$ cat src/rtl/byte_word_packer.sv
// byte_word_packer
// Packs a stream of byte writes into 32-bit little-endian words and queues
// them in a show-ahead FIFO. The head word is offered on a valid/ready
// interface.
//
// Ports:
//   i_clk          system clock, rising edge
//   i_rst_n        asynchronous active-low reset
//   iv_data        byte from the cdc stage
//   i_data_wr      byte strobe, iv_data sampled on every edge it is high
//   i_flush        emit the current partial word (after any write this edge)
//   i_word_ready   downstream accepts the head word
//   ov_word        head word, byte 0 in [7:0]
//   ov_word_bytes  valid byte count of the head word (1..4)
//   o_word_valid   FIFO not empty
//   o_overflow     sticky: a word was dropped because the FIFO was full
//   ov_err_cnt     byte sequence error count (saturating)
//
// Optional feature macro: BYTE_WORD_PACKER_SEQCHK_EN
//   defined   -> each byte is checked against previous byte + 1
//   undefined -> ov_err_cnt is tied to 0
module byte_word_packer #(
  parameter int FIFO_DEPTH = 4
) (
  input  logic        i_clk,
  input  logic        i_rst_n,
  input  logic [7:0]  iv_data,
  input  logic        i_data_wr,
  input  logic        i_flush,
  input  logic        i_word_ready,
  output logic [31:0] ov_word,
  output logic [2:0]  ov_word_bytes,
  output logic        o_word_valid,
  output logic        o_overflow,
  output logic [15:0] ov_err_cnt
);

  localparam int AW = (FIFO_DEPTH > 1) ? $clog2(FIFO_DEPTH) : 1;

  // ---------------- assembly ----------------
  logic [1:0]  cnt;
  logic [23:0] hold;
  logic [2:0]  eff_cnt;
  logic        full_push;
  logic        flush_push;
  logic        push;
  logic [31:0] push_word;
  logic [2:0]  push_bytes;

  assign eff_cnt    = {1'b0, cnt} + {2'b00, i_data_wr};
  assign full_push  = i_data_wr && (cnt == 2'd3);
  assign flush_push = i_flush && (eff_cnt != 3'd0) && (eff_cnt != 3'd4);
  assign push       = full_push || flush_push;
  assign push_bytes = eff_cnt;

  // hold is cleared whenever a word leaves, so lanes above cnt are always
  // zero and a partial word needs no masking.
  always_comb begin
    push_word = {8'h00, hold};
    if (i_data_wr) begin
      case (cnt)
        2'd0:    push_word[7:0]   = iv_data;
        2'd1:    push_word[15:8]  = iv_data;
        2'd2:    push_word[23:16] = iv_data;
        default: push_word[31:24] = iv_data;
      endcase
    end
  end

  always_ff @(posedge i_clk or negedge i_rst_n) begin
    if (!i_rst_n) begin
      cnt  <= 2'd0;
      hold <= 24'h0;
    end else if (push) begin
      cnt  <= 2'd0;
      hold <= 24'h0;
    end else if (i_data_wr) begin
      cnt  <= cnt + 2'd1;
      hold <= push_word[23:0];
    end
  end

  // ---------------- FIFO ----------------
  logic [31:0] mem_word  [FIFO_DEPTH];
  logic [2:0]  mem_bytes [FIFO_DEPTH];
  logic [AW:0] wr_ptr;
  logic [AW:0] rd_ptr;
  logic [AW:0] next_wr;
  logic [AW:0] next_rd;
  logic        empty;
  logic        full;
  logic        pop;
  logic        push_ok;
  logic        drop;

  assign empty   = (wr_ptr == rd_ptr);
  assign full    = (wr_ptr[AW] != rd_ptr[AW]) && (wr_ptr[AW-1:0] == rd_ptr[AW-1:0]);
  assign pop     = !empty && i_word_ready;
  assign push_ok = push && (!full || pop);
  assign drop    = push && full && !pop;
  assign next_wr = wr_ptr + (AW+1)'(push_ok);
  assign next_rd = rd_ptr + (AW+1)'(pop);

  assign o_word_valid = !empty;

  always_ff @(posedge i_clk) begin
    if (push_ok) begin
      mem_word[wr_ptr[AW-1:0]]  <= push_word;
      mem_bytes[wr_ptr[AW-1:0]] <= push_bytes;
    end
  end

  // Head word is registered so it keeps its last value once the FIFO drains.
  // When the slot about to become head is being written on this edge, the
  // incoming word is taken directly since memory is not yet updated.
  always_ff @(posedge i_clk or negedge i_rst_n) begin
    if (!i_rst_n) begin
      wr_ptr        <= '0;
      rd_ptr        <= '0;
      ov_word       <= 32'h0;
      ov_word_bytes <= 3'd0;
      o_overflow    <= 1'b0;
    end else begin
      wr_ptr <= next_wr;
      rd_ptr <= next_rd;
      if (drop) o_overflow <= 1'b1;
      if (next_wr != next_rd) begin
        if (push_ok && (wr_ptr == next_rd)) begin
          ov_word       <= push_word;
          ov_word_bytes <= push_bytes;
        end else begin
          ov_word       <= mem_word[next_rd[AW-1:0]];
          ov_word_bytes <= mem_bytes[next_rd[AW-1:0]];
        end
      end
    end
  end

  // ---------------- sequence check ----------------
`ifdef BYTE_WORD_PACKER_SEQCHK_EN
  logic [7:0]  last_byte;
  logic        have_ref;
  logic [15:0] err_cnt;

  always_ff @(posedge i_clk or negedge i_rst_n) begin
    if (!i_rst_n) begin
      last_byte <= 8'h00;
      have_ref  <= 1'b0;
      err_cnt   <= 16'h0;
    end else if (i_data_wr) begin
      last_byte <= iv_data;
      have_ref  <= 1'b1;
      if (have_ref && (iv_data != last_byte + 8'd1) && (err_cnt != 16'hFFFF))
        err_cnt <= err_cnt + 16'd1;
    end
  end

  assign ov_err_cnt = err_cnt;
`else
  assign ov_err_cnt = 16'h0;
`endif

endmodule

$ cat config.mk
export PLATFORM = sky130hd
export DESIGN_NAME = byte_word_packer
export DESIGN_NICKNAME = d
export VERILOG_FILES = /design/src/rtl/byte_word_packer.sv
export SDC_FILE = /design/constraint.sdc
export NUM_CORES = 1
export LEC_CHECK = 0
export ABC_AREA = 0
export CAP_MARGIN = 30
export CORE_MARGIN = 2
export CORE_UTILIZATION = 54
export CTS_BUF_LIST = sky130_fd_sc_hd__clkbuf_8
export CTS_CLUSTER_SIZE = 14
export DETAILED_ROUTE_END_ITERATION = 7
export PLACE_DENSITY = 0.77
export SETUP_SLACK_MARGIN = 0.5
export SKIP_CTS_REPAIR_TIMING = 1
export SLEW_MARGIN = 20
export SYNTH_ARGS = -nofsm -noshare
export SYNTH_HDL_FRONTEND = slang
export SYNTH_SLANG_ARGS = --single-unit
$ cat constraint.sdc
create_clock -name i_clk -period 4.23 [get_ports i_clk]
set_input_delay 0.846 -clock i_clk [delete_from_list [all_inputs] [get_ports i_clk]]
set_output_delay 0.846 -clock i_clk [all_outputs]
set_load 0.02 [all_outputs]
==> impl_metrics.yaml <==
outcome:
  status: "complete, no violations"
placed_design:
  post-dp-hpwl_mm: 11.64
  io_buffers: 49
  dp.cells: 799
  gp_congestion: 0.7684
  placed_area_mm2: 0.009480
global_route:
  grt_pass1_vias: 5362
  grt_first_pass_wirelength_mm: 30.80
  gr-total-overflow: 0
  use_met2_pct: 37.22
  grt_max_degree: 39
  busiest_layer: "met2"
  grt_usage_pct: 23.50
  globalRouteMet1Util_pct: 32.93
  antenna_found_initial: 0
  use_met3_pct: 4.475
synthesis:
  synth.area.top_cells: "edfxtp_1, dfrtp_1, mux4_2, mux2_2, a31oi_1"
  synth_edf_count: 140
  synth_flop_cell: "edfxtp_1"
  synth_cells: 551
  synth_top_area_share_pct: 48.06
  ys_seq_area_share_pct: 67.52
  ys_types: 44
  synth.most_common_cell: "edfxtp_1"
  synth_area_leader_cell: "edfxtp_1"
  ys_warn_count: 0
  syn_area_mm2: 0.008747
  syn_avg_cell_area_um2: 15.88
  ys_async_sr_fraction_pct: 32.69
  ys_top_cells_by_count: "edfxtp_1, dfrtp_1, mux4_2"
  ys_ff_latch: 208
clock_tree:
  clk_pin_slew_ns: 0.06
  cts.sinks: 208
  clockBufferDepth: 3
  htreeDepth: 2
  tritoncts: "done"
  clock_latency_ns: 0.52
  ctsRootBufferMaster: "clkbuf_8"
  cts_buffers: 35
layout:
  nNetsFinal: 643
  num_antenna_cells: 0
  final_area_mm2: 0.01008
  instances_no_fill: 861
  fillers: 1193
  layout-drive-gt1-share_pct: 20.62
  syn2layout_area_growth_pct: 15.22
setup_path:
  arrival_ns: 3.91
  start_kind: "input pin"
  crit_path_end_kind: "flop"
  crit_required_ns: 4.60
  cp_max_fo: 23
  path_class: "in -> reg"
  reg2regPathDepth: 11
  r2r_start: "wr_ptr[0]"
  critPathLaunch: "i_data_wr"
hold_path:
  hp-class: "in -> async"
floorplan:
  num_io_pins: 66
  die_w_um: 131.3
  fp.dieH_um: 131.3
  start_util_pct: 55.06
  placementRows: 46
  fp.coreArea_mm2: 0.01589
  dieArea_mm2: 0.01723
sta:
  drv_slew: 0
  rsz0062_at_grt: "false"
  maxSlewHeadroom_pct: 42.60
  finalCriticalPeriod_ns: 3.539
  setup_tns_ns: 0
  max_slew.worst_pin.slew_ns: 0.8611
  finalHoldViolCount: 0
  finalCritPeriodShare_pct: 83.67
  skew_ns: 0.01311
  setup_viol: 0
  max_freq_mhz: 282.5
routing:
  first_iter_violations: 515
  routedWlPerCell_um: 23.05
  via_per_inst: 6.073
  firstDrtPassIters: 5
  vias: 5229
  wl_mm: 19.84
  ant_nets: 0
  drc: 0
run:
  maxCapViolCount: 0
## final timing paths
path | endpoint | slack [ns]
worst min-delay path | wr_ptr[2] | 0.45
max in group asynchronous | ov_word[9] | 3.00
worst max register to register | ov_word[5] | 0.81
worst min register to register | o_overflow | 0.48
worst max-delay path | ov_word[5] | 0.69
min in group i_clk | o_overflow | 0.48
## worst max-delay path: stages
cell and delay, ns:
clkdlybuf4s50_1 0.45, ha_1 0.22, ha_1 0.35, o21ai_0 0.26, a22o_1 0.22, inv_2 0.05, ha_1 0.18, ha_1 0.22
xnor2_2 0.28, xnor2_4 0.21, or2_1 0.18, buf_4 0.29, a31oi_1 0.14
## layout by cell type (no fill, tap or decap), drive strengths merged, types with 2 or more instances in the layout
cell / synthesis / final
o32a: 3 / 3
conb: 1 / 16
nand2: 6 / 6
clkbuf: 18 / 35
clkinv: 0 / 8
nor2b: 25 / 25
nor3: 34 / 34
mux2: 24 / 24
o21ai: 36 / 36
a31oi: 33 / 33
and2: 2 / 2
a31o: 2 / 2
nor3b: 2 / 2
buf: 37 / 24
and3: 9 / 9
edfxtp: 140 / 140
ha: 10 / 10
dfrtp: 68 / 68
xnor2: 9 / 9
inv: 7 / 25
nand3: 32 / 32
a2bb2oi: 3 / 3
clkdlybuf4s50: 0 / 48
xor2: 4 / 4
mux4: 35 / 35
## layout make-up
type | count | area [um2] | share of cell area (%)
sequential | 208 | 5906 | 58.60
inverter | 7 | 26.28 | 0.2607
multi-input combinational | 296 | 2590 | 25.70
timing repair buffer | 72 | 695.7 | 6.903
clock buffer | 35 | 481.7 | 4.780
clock inverter | 27 | 108.9 | 1.080
tap | 216 | 270.3 | 2.682
## state kept, by name (all words and copies together) (netlist names)
signal / flops
mem_word: 128
ov_word: 32
hold: 24
mem_bytes: 12
ov_word_bytes: 3
rd_ptr: 3
wr_ptr: 3
cnt: 2
o_overflow: 1
## logic make-up after synthesis
family | after synthesis | synth area share, %
flops | 208 | 67.52
simple gates | 115 | 7.123
compound gates | 82 | 5.879
buf+inv | 62 | 4.148
mux | 59 | 12.10
xor+xnor | 14 | 1.760
fa+ha+maj | 10 | 1.430
other cells | 1 | 0.04287
## per-stage QoR
stage	hold WS (ns)	utilization, %	setup WS, ns
global route	0.4893	63.45	0.5280
finish	0.4461	63.45	0.6906
CTS	0.4570	63.40	0.6125
floorplan	0.5125	-	0.5575
global placement	0.4762	59.68	0.2149
detailed placement	0.4805	59.68	0.1159
## routing by layer
| layer | part of all wire, % | wire length (um) | vias to the layer above |
|---|---|---|---|
| met5 | 0 | 0 | - |
| met4 | 2.6 | 518 | 0 |
| met3 | 5.8 | 1144 | 48 |
| met1 | 42 | 8341 | 2739 |
| li1 | - | - | 2240 |
| met2 | 50 | 9840 | 202 |
Power is left out: the tool's default activity adds up to more than one toggle a clock period on the data nets, which glitch-free logic cannot reach.
